**src/rtl/mix_pkg.sv**
```systemverilog
`default_nettype none
// +----------------------------------------------------------------------------+
// | mix_pkg : constants and types shared by the forward mixer and its inverse   |
// | Rev 1.0                                                                    |
// +----------------------------------------------------------------------------+
package mix_pkg;

  localparam int WORDS    = 8;
  localparam int W        = 32;
  localparam int SHIFT    = 16;
  localparam int XOR_DIST = 3;
  localparam int IDX_W    = 3;

  // Element i sits at [i]; the concatenations below list word 7 first.
  localparam logic [WORDS-1:0][W-1:0] K = {
    32'd23, 32'd19, 32'd17, 32'd13, 32'd11, 32'd7, 32'd5, 32'd3
  };
  localparam logic [WORDS-1:0][W-1:0] C = {
    32'd29, 32'd23, 32'd19, 32'd17, 32'd13, 32'd11, 32'd7, 32'd5
  };
  localparam logic [WORDS-1:0][W-1:0] KINV = {
    32'hE9BD37A7, 32'h286BCA1B, 32'hF0F0F0F1, 32'hC4EC4EC5,
    32'hBA2E8BA3, 32'hB6DB6DB7, 32'hCCCCCCCD, 32'hAAAAAAAB
  };

  typedef enum logic [2:0] {
    IDLE  = 3'd0,
    INV_C = 3'd1,
    INV_B = 3'd2,
    INV_A = 3'd3,
    DONE  = 3'd4
  } state_t;

  typedef enum logic [1:0] {
    OP_PASS  = 2'd0,
    OP_INV_C = 2'd1,
    OP_INV_B = 2'd2,
    OP_INV_A = 2'd3
  } alu_op_t;

  // Every multiplier must have its modular inverse, otherwise unmixing is lossy.
  function automatic logic consts_ok();
    logic ok;
    ok = 1'b1;
    for (int i = 0; i < WORDS; i++) begin
      if (W'(K[i] * KINV[i]) != W'(1)) ok = 1'b0;
    end
    return ok;
  endfunction

endpackage
`default_nettype wire

```
**src/rtl/mix_word_alu.sv**
```systemverilog
`default_nettype none
// +----------------------------------------------------------------------------+
// | mix_word_alu : single-word inverse step; one multiplier shared by all words|
// | Rev 1.0                                                                    |
// +----------------------------------------------------------------------------+
module mix_word_alu
  import mix_pkg::*;
(
  input  alu_op_t          i_op,
  input  logic [IDX_W-1:0] i_idx,
  input  logic [W-1:0]     i_word,
  input  logic [W-1:0]     i_nb,
  output logic [W-1:0]     o_word
);

  logic [W-1:0] w_diff;

  always_comb begin
    w_diff = i_word - C[i_idx];
    o_word = i_word;
    case (i_op)
      OP_INV_C: o_word = w_diff * KINV[i_idx];
      OP_INV_B: o_word = i_word ^ (i_nb << SHIFT);
      OP_INV_A: o_word = i_word - i_nb;
      default:  o_word = i_word;
    endcase
  end

endmodule
`default_nettype wire

```
**src/rtl/mix_round_inverse.sv**
```systemverilog
`default_nettype none
// +----------------------------------------------------------------------------+
// | mix_round_inverse : iterative unmix of ROUNDS forward rounds, 1 word/clock |
// | Rev 1.0                                                                    |
// +----------------------------------------------------------------------------+
module mix_round_inverse
  import mix_pkg::*;
#(
  parameter int ROUNDS = 4
) (
  input  logic                 clk,
  input  logic                 rst_n,
  input  logic                 in_valid,
  output logic                 in_ready,
  input  logic [WORDS*W-1:0]   in_data,
  output logic                 out_valid,
  input  logic                 out_ready,
  output logic [WORDS*W-1:0]   out_data,
  output logic                 busy
);

  localparam logic [7:0]       c_last_round = 8'(ROUNDS - 1);
  localparam logic [IDX_W-1:0] c_last_idx   = IDX_W'(WORDS - 1);

  state_t                    r_state;
  logic [IDX_W-1:0]          r_idx;
  logic [7:0]                r_round;
  logic [WORDS-1:0][W-1:0]   r_regs;
  logic [WORDS*W-1:0]        r_out_data;
  logic                      r_in_ready;
  logic                      r_out_valid;
  logic                      r_busy;

  alu_op_t                   w_op;
  logic [IDX_W-1:0]          w_nb_idx;
  logic [W-1:0]              w_word_new;
  logic [WORDS-1:0][W-1:0]   w_regs_next;

  // Undo runs in reverse word order for B and A so each neighbour still holds
  // the value the forward pass read.
  always_comb begin
    w_op     = OP_PASS;
    w_nb_idx = r_idx;
    case (r_state)
      INV_C: w_op = OP_INV_C;
      INV_B: begin
        w_op     = OP_INV_B;
        w_nb_idx = r_idx + IDX_W'(XOR_DIST);
      end
      INV_A: begin
        w_op     = OP_INV_A;
        w_nb_idx = r_idx - IDX_W'(1);
      end
      default: w_op = OP_PASS;
    endcase
  end

  mix_word_alu u_alu (
    .i_op   (w_op),
    .i_idx  (r_idx),
    .i_word (r_regs[r_idx]),
    .i_nb   (r_regs[w_nb_idx]),
    .o_word (w_word_new)
  );

  always_comb begin
    w_regs_next        = r_regs;
    w_regs_next[r_idx] = w_word_new;
  end

  always_ff @(posedge clk or negedge rst_n) begin
    if (!rst_n) begin
      r_state     <= IDLE;
      r_idx       <= '0;
      r_round     <= '0;
      r_regs      <= '0;
      r_out_data  <= '0;
      r_in_ready  <= 1'b1;
      r_out_valid <= 1'b0;
      r_busy      <= 1'b0;
    end else begin
      case (r_state)
        IDLE: begin
          if (in_valid && r_in_ready) begin
            r_regs     <= in_data;
            r_idx      <= '0;
            r_round    <= '0;
            r_state    <= INV_C;
            r_in_ready <= 1'b0;
            r_busy     <= 1'b1;
          end
        end
        INV_C: begin
          r_regs <= w_regs_next;
          if (r_idx == c_last_idx) r_state <= INV_B;
          else                     r_idx   <= r_idx + IDX_W'(1);
        end
        INV_B: begin
          r_regs <= w_regs_next;
          if (r_idx == '0) r_state <= INV_A;
          else             r_idx   <= r_idx - IDX_W'(1);
          if (r_idx == '0) r_idx   <= c_last_idx;
        end
        INV_A: begin
          r_regs <= w_regs_next;
          if (r_idx != '0) begin
            r_idx <= r_idx - IDX_W'(1);
          end else if (r_round == c_last_round) begin
            r_state     <= DONE;
            r_out_data  <= w_regs_next;
            r_out_valid <= 1'b1;
          end else begin
            r_round <= r_round + 8'd1;
            r_state <= INV_C;
          end
        end
        DONE: begin
          if (out_ready) begin
            r_state     <= IDLE;
            r_out_valid <= 1'b0;
            r_in_ready  <= 1'b1;
            r_busy      <= 1'b0;
          end
        end
        default: r_state <= IDLE;
      endcase
    end
  end

  always_ff @(posedge clk) begin
    assert (consts_ok() && (ROUNDS >= 1) && (ROUNDS <= 255));
  end

  assign in_ready  = r_in_ready;
  assign out_valid = r_out_valid;
  assign out_data  = r_out_data;
  assign busy      = r_busy;

endmodule
`default_nettype wire

```
**config.mk**
```make
export PLATFORM = sky130hd
export DESIGN_NAME = mix_round_inverse
export DESIGN_NICKNAME = d
export VERILOG_FILES = /design/src/rtl/mix_pkg.sv /design/src/rtl/mix_word_alu.sv /design/src/rtl/mix_round_inverse.sv
export SDC_FILE = /design/constraint.sdc
export NUM_CORES = 2
export LEC_CHECK = 0
export BUFFER_PORTS_ARGS = -buffer_cell sky130_fd_sc_hd__buf_2
export CAP_MARGIN = 20
export CORE_MARGIN = 3
export CORE_UTILIZATION = 32
export DETAILED_ROUTE_END_ITERATION = 8
export PLACE_DENSITY = 0.54
export SLEW_MARGIN = 40
export SYNTH_ARGS = -nofsm -noshare
export SYNTH_HDL_FRONTEND = slang
export SYNTH_SLANG_ARGS = --single-unit
```
**constraint.sdc**
```tcl
create_clock -name clk -period 33.5 [get_ports clk]
set_input_delay 3.35 -clock clk [delete_from_list [all_inputs] [get_ports clk]]
set_output_delay 3.35 -clock clk [all_outputs]
set_load 0.05 [all_outputs]
```
After elaboration in Yosys (flattened, before gate mapping)
Memories as Yosys holds them, arrays and structs flattened.
Cells that the tools add are included.
{"block": "classes", "bitwise_logic": 2, "multipliers": 1, "mux": 39, "order_cmp": 3, "n_eq_ne": 18, "n_reduce_logical": 18, "addsub": 6}
{"cell": "$pmux W256 S2", "count": 1}
{"cell": "$bwmux W256", "count": 1}
{"cell": "$mux W256", "count": 1}
{"cell": "$bmux W32 S3", "count": 2}
{"cell": "$mux W32", "count": 5}
{"cell": "$demux W32 S3", "count": 1}
{"cell": "$pmux W32 S3", "count": 1}
{"cell": "$sub A32 B32 Y32", "count": 2}
{"cell": "$mul A32 B32 Y32", "count": 1}
{"cell": "$xor A32 B32 Y32", "count": 1}
{"cell": "$mux W3", "count": 10}
{"cell": "$mux W8", "count": 3}
{"cell": "$ne A2 B2 Y1 const B", "count": 9}
{"cell": "$pmux W8 S2", "count": 1}
{"cell": "$pmux W3 S5", "count": 1}
{"cell": "$pmux W3 S4", "count": 1}
{"cell": "$reduce_and A4 Y1", "count": 3}
{"cell": "$add A8 B1 Y8 const B", "count": 1}
{"cell": "$eq A8 B2 Y1 const B", "count": 1}
{"cell": "$lt A3 B4 Y1 const B", "count": 2}
{"cell": "$reduce_bool A2 Y1", "count": 4}
{"cell": "$eq A3 B2 Y1 const B", "count": 2}
{"cell": "$eq A3 B3 Y1 const B", "count": 2}
{"cell": "$logic_not A3 Y1", "count": 2}
{"cell": "other kinds (19)", "count": 29}
{"block": "totals", "word_cells": 104, "output_inout_bits": 259, "input_bits": 260, "mem_count": 2, "ff_bits": 529, "rom_bits": 512}
{"name": "(name not given)", "depth": 8, "width": 32, "read_ports": 1, "rd_ports_with_merged_regs": 0, "wr": 0, "line_no": "mix_word_alu.sv:22", "rtl": "OP_INV_C: o_word = w_diff * KINV[i_idx];"}
{"name": "(name not given)", "depth": 8, "width": 32, "read_ports": 1, "rd_ports_with_merged_regs": 0, "wr": 0, "line_no": "mix_word_alu.sv:19", "rtl": "w_diff = i_word - C[i_idx];"}

Logic depth before layout (Yosys ltp)
{"block": "logic_depth", "word_depth": 8, "mapped_depth": 51, "depth_no_buf": 40}

Hierarchy
From an unflattened synthesis, not the netlist that was laid out.
{"block": "hier_totals", "hier_cells": 5115, "area_unflattened_um2": 45288.4}
{"mod": "mix_round_inverse", "cells_per_inst": 2898, "n_inst": 1, "area_each_um2": 27019.7, "seq_area_each_um2": 13238.9}
{"mod": "mix_word_alu", "cells_per_inst": 2217, "n_inst": 1, "area_each_um2": 18268.8, "seq_area_each_um2": 0.0}

Worst setup path after synthesis
Ideal clock, no wire load.
{"block": "synth_path", "kind": "register -> register", "startpoint": "register r_idx[2]", "endpoint": "register r_regs[249] (netlist bit)", "setup_slack_ns": 21.926, "stages_incl_launch_ff": 47, "setup_time_ns": 0.126, "required_time_ns": 33.374, "synth_period_minus_slack_ns": 11.574, "n_path_buf": 11, "arrival_time_ns": 11.448, "cell_sequence": "dfrtp_1 buf_2 buf_2 buf_2 buf_2 buf_2 clkbuf_1 clkbuf_1 buf_1 nand2_1 nand2_1 inv_1 clkbuf_1 ha_1 o21ai_0 a21oi_1 or3_1 a2111o_1 [... 11 more ...] inv_1 fa_1 inv_1 fa_1 fa_1 ha_1 a21oi_1 nor2b_1 a31oi_1 a21boi_0 o21ai_0 a21o_1 a21oi_1 xnor2_1 a211oi_1 clkbuf_1 nor3_1 a221o_1"}
{"block": "synth_between", "elab_chain_cells": 8, "elab_cells_between_ends": 23, "cone_classes": "add/sub: 4; mul: 1; order compare: 2; mux: 12; bitwise: 1; reduce/logical: 1; memory: 2"}
{"element": "start, declared", "line_no": "mix_round_inverse.sv:26", "rtl": "logic [IDX_W-1:0] r_idx;"}
{"element": "start signal, assigned", "line_no": "mix_round_inverse.sv:96", "rtl": "else r_idx <= r_idx + IDX_W'(1);"}
{"element": "start signal, assigned", "line_no": "mix_round_inverse.sv:101", "rtl": "else r_idx <= r_idx - IDX_W'(1);"}
{"element": "start signal, assigned", "line_no": "mix_round_inverse.sv:102", "rtl": "if (r_idx == '0) r_idx <= c_last_idx;"}
{"element": "branches (longest 6 deep; another with $mem_v2 Z8 W32)"}
{"element": "$bwmux W256 *", "line_no": "mix_round_inverse.sv:68", "rtl": "w_regs_next[r_idx] = w_word_new;"}
{"element": "$pmux W256 S2 *", "line_no": "mix_round_inverse.sv:82", "rtl": "case (r_state)"}
{"element": "end signal, assigned", "line_no": "mix_round_inverse.sv:85", "rtl": "r_regs <= in_data;"}
{"element": "end signal, assigned", "line_no": "mix_round_inverse.sv:94", "rtl": "r_regs <= w_regs_next;"}
{"element": "end signal, assigned", "line_no": "mix_round_inverse.sv:99", "rtl": "r_regs <= w_regs_next;"}
{"element": "end, declared", "line_no": "mix_round_inverse.sv:28", "rtl": "logic [WORDS-1:0][W-1:0] r_regs;"}
Mark *: on every way between the ends. The select of a mux whose other input is x is not followed.
A chain may end at the register's enable or synchronous reset.

Final worst setup path
{"block": "layout_path", "startpoint": "register r_idx[0]", "endpoint": "register r_regs[89] (netlist bit)"}
Same word-level chain as after synthesis.

==> flow_summary.toml <==
[floorplanning]
chipHeight_um = 382
ioPinCount = 519
die_area_um2 = 146000
die_w_um = 382
placementRows = 137
core_area_um2 = 140000
start_util = 0.323

[layout]
nNetsFinal = 6162
drive_above_1_share = 0.183
n_fill_cell = 14300
final_cell_area_um2 = 52400
layout_commonest_cell = "nor2_1"
final_cell_mix = "nor2_1 (616), dfrtp_1 (525), buf_2 (520), o21ai_0 (518), inv_1 (485)"
syn_to_final_growth_pct = 15.7

[run_status]
status = "finished, violations left"
violations = "DRC"

[timing]
fin_tns_setup_ns = 0
worst_pin_slew_ns = 0.952
skew_ns = 0.0318
period_share = 0.415
post-route-min-period_ns = 13.91
drv_slew = 0
max_freq_mhz = 71.9
rsz0062_at_grt = "false"
setup_violations = 0
slew_headroom = 0.365
finalHoldViolCount = 0

[place]
port_buffers = 518
dp_hpwl_um = 156000
gp_congestion = 0.945
placed_cell_area_um2 = 50300

[cts]
cts_setup_buffers = 0
post_cts_resized = 0
cts_root_buf = "clkbuf_16"
htreeDepth = 2
cts_buffers = 54
clk_latency_ns = 0.65
cts_sinks = 529
tritoncts = "built"
cts_hold_buf = 0
clockBufferDepth = 3
clk_pin_slew_worst_paths_ns = 0.07

[routing]
routed_via_density = 5.76
num_vias = 41800
drt_iter0_drc = 4918
wl_per_cell_um = 28.9
drc = 7
firstDrtPassIters = 9
wl_um = 209000
ant_nets = 0

[critical_path]
path_class = "reg2reg"
cp_common_cell = "fa_1"
cp_slowest_cell = "clkinv_1"
cp-end-kind = "register"
startpoint_type = "register"
worst_r2r_path_depth = 39
required_ns = 34.01
slowest_delay_ns = 0.79
arrival_ns = 14.43
critPathMaxFanout = 54

[synth]
ys_warn_count = 0
async_flop_share = 1.00
syn_inst = 4958
synth_top_area_cell = "dfrtp_1"
synth.net_count = 5795
netlist_area_um2 = 45300
synth.area.top_cells = "dfrtp_1 (29%), fa_1 (18%), o21ai_0 (5.8%), nor2_1 (5.2%), ha_1 (4.6%)"
synth_flop_cell = "dfrtp_1"
ys_ff_latch = 529
synth.avg_cell_area_um2 = 9.13
ys_seq_area_frac = 0.292
synth_edf_count = 0
synth.top_cell.area_share = 0.292
synth.distinct_cells = 103

[min_path]
hold_depth = 2
holdCritPathClass = "reg2reg"

[global_routing]
grt_max_degree = 169
overflow = 0
grt_use_total = 0.280
grt_first_pass_wirelength_um = 301000
grt_pass1_vias = 41900
antenna_found_initial = 12

[run]
drv_cap = 0

[pwr]
power_leakage_nw = 25.0
total_power_w = 0.00136
power.density_nw_per_um2 = 26.0
ir_drop_v = 0.0000354
==> state kept, by name, indices dropped and copies added (netlist names) <==
name	cells
busy	1
r_idx	3
r_round	8
out_data	256
out_valid	1
r_state	3
r_regs	256
in_ready	1
==> cells in the mapped netlist (all sizes together) (9+ instances only) <==
cell type,instances
nor2,630
o21ai,552
dfrtp,528
inv,489
fa,410
nand2,391
a21oi,320
clkbuf,301
a22oi,241
ha,167
mux2i,92
xnor2,91
mux4,85
nand2b,74
a21o,52
buf,47
a211oi,37
xor2,33
or3,31
nor3,29
o22ai,29
or2,24
mux2,22
nand3,22
a222oi,21
o31ai,20
and3,18
nand4,18
nor2b,14
a221oi,13
a221o,12
o221ai,11
a31oi,10
o211ai,9
o21bai,9
==> worst max-delay path, delay by kind of cell (launching register included) <==
family | cells | cell delay (ns)
adders and majority gates | 11 | 5.13
AOI/OAI and AO/OA | 12 | 3.24
buffers and inverters | 8 | 2.65
and+or+nand+nor | 7 | 1.82
DFF | 1 | 0.72
xor gates and xnor gates | 1 | 0.21
==> final cells by class <==
type,count,area (µm²),share of cell area
Clock inverter,31,438,0.00836
Clock buffer,68,1490,0.0284
Multi-Input combinational cell,3585,29200,0.558
Sequential cell,529,13300,0.253
Tap cell,1876,2350,0.0448
Inverter,496,1860,0.0356
Antenna cell,6,15.0,0.000287
Timing Repair Buffer,659,3770,0.0720
==> final timing paths <==
| kind | slack, ns | end | start |
|---|---|---|---|
| setup / recovery | 19.59 | r_regs[89]$_DFFE_PN0P_ | r_idx[0]$_DFFE_PN0P_ |
| min in group asynchronous | 2.62 | out_data[107]$_DFFE_PN0P_ | rst_n |
| hold / removal | 0.48 | out_data[24]$_DFFE_PN0P_ | out_data[24]$_DFFE_PN0P_ |
| max in group asynchronous | 28.26 | busy$_DFFE_PN0P_ | rst_n |
| hold reg to reg | 0.48 | out_data[24]$_DFFE_PN0P_ | out_data[24]$_DFFE_PN0P_ |
| setup reg to reg | 19.59 | r_regs[89]$_DFFE_PN0P_ | r_idx[0]$_DFFE_PN0P_ |
==> cell families (layout without fill, tap and decap cells) <==
family	Yosys count	count (layout)	synth area share
multiplexers	199	199	0.0684
flip-flops	529	529	0.292
AND/OR/NAND/NOR	1291	1291	0.124
buffers and inverters	844	1254	0.0725
adder cells (fa/ha/maj)	577	577	0.227
other	0	6	0
XOR/XNOR	131	131	0.0290
AO/OA/AOI/OAI	1387	1387	0.186
==> stage by stage <==
step | hold WS [ns] | cells | worst slack (ns) | util
2_1_floorplan | 0.477 | 4958 | 21.93 | -
3_3_place_gp | 0.458 | 7138 | 19.75 | 0.358
3_5_place_dp | 0.466 | 7143 | 19.77 | 0.359
4_1_cts | 0.480 | 7242 | 19.71 | 0.373
5_1_grt | 0.497 | 7244 | 19.06 | 0.374
6_report | 0.477 | 7250 | 19.59 | 0.374
==> power breakdown <==
group          switching [W]  internal [W]
logic              0.0000292     0.0000126
registers                  0      0.000638
clock network       0.000293      0.000387
==> routing by layer <==
metal,global-route usage,vias up,wire length (µm)
li1,-,17600,-
met1,0.363,21000,80800
met2,0.440,2577,94500
met3,0.0575,530,20600
met4,0.148,10,13300
met5,0,-,67
No activity file was read; power rests on OpenSTA's default activity.
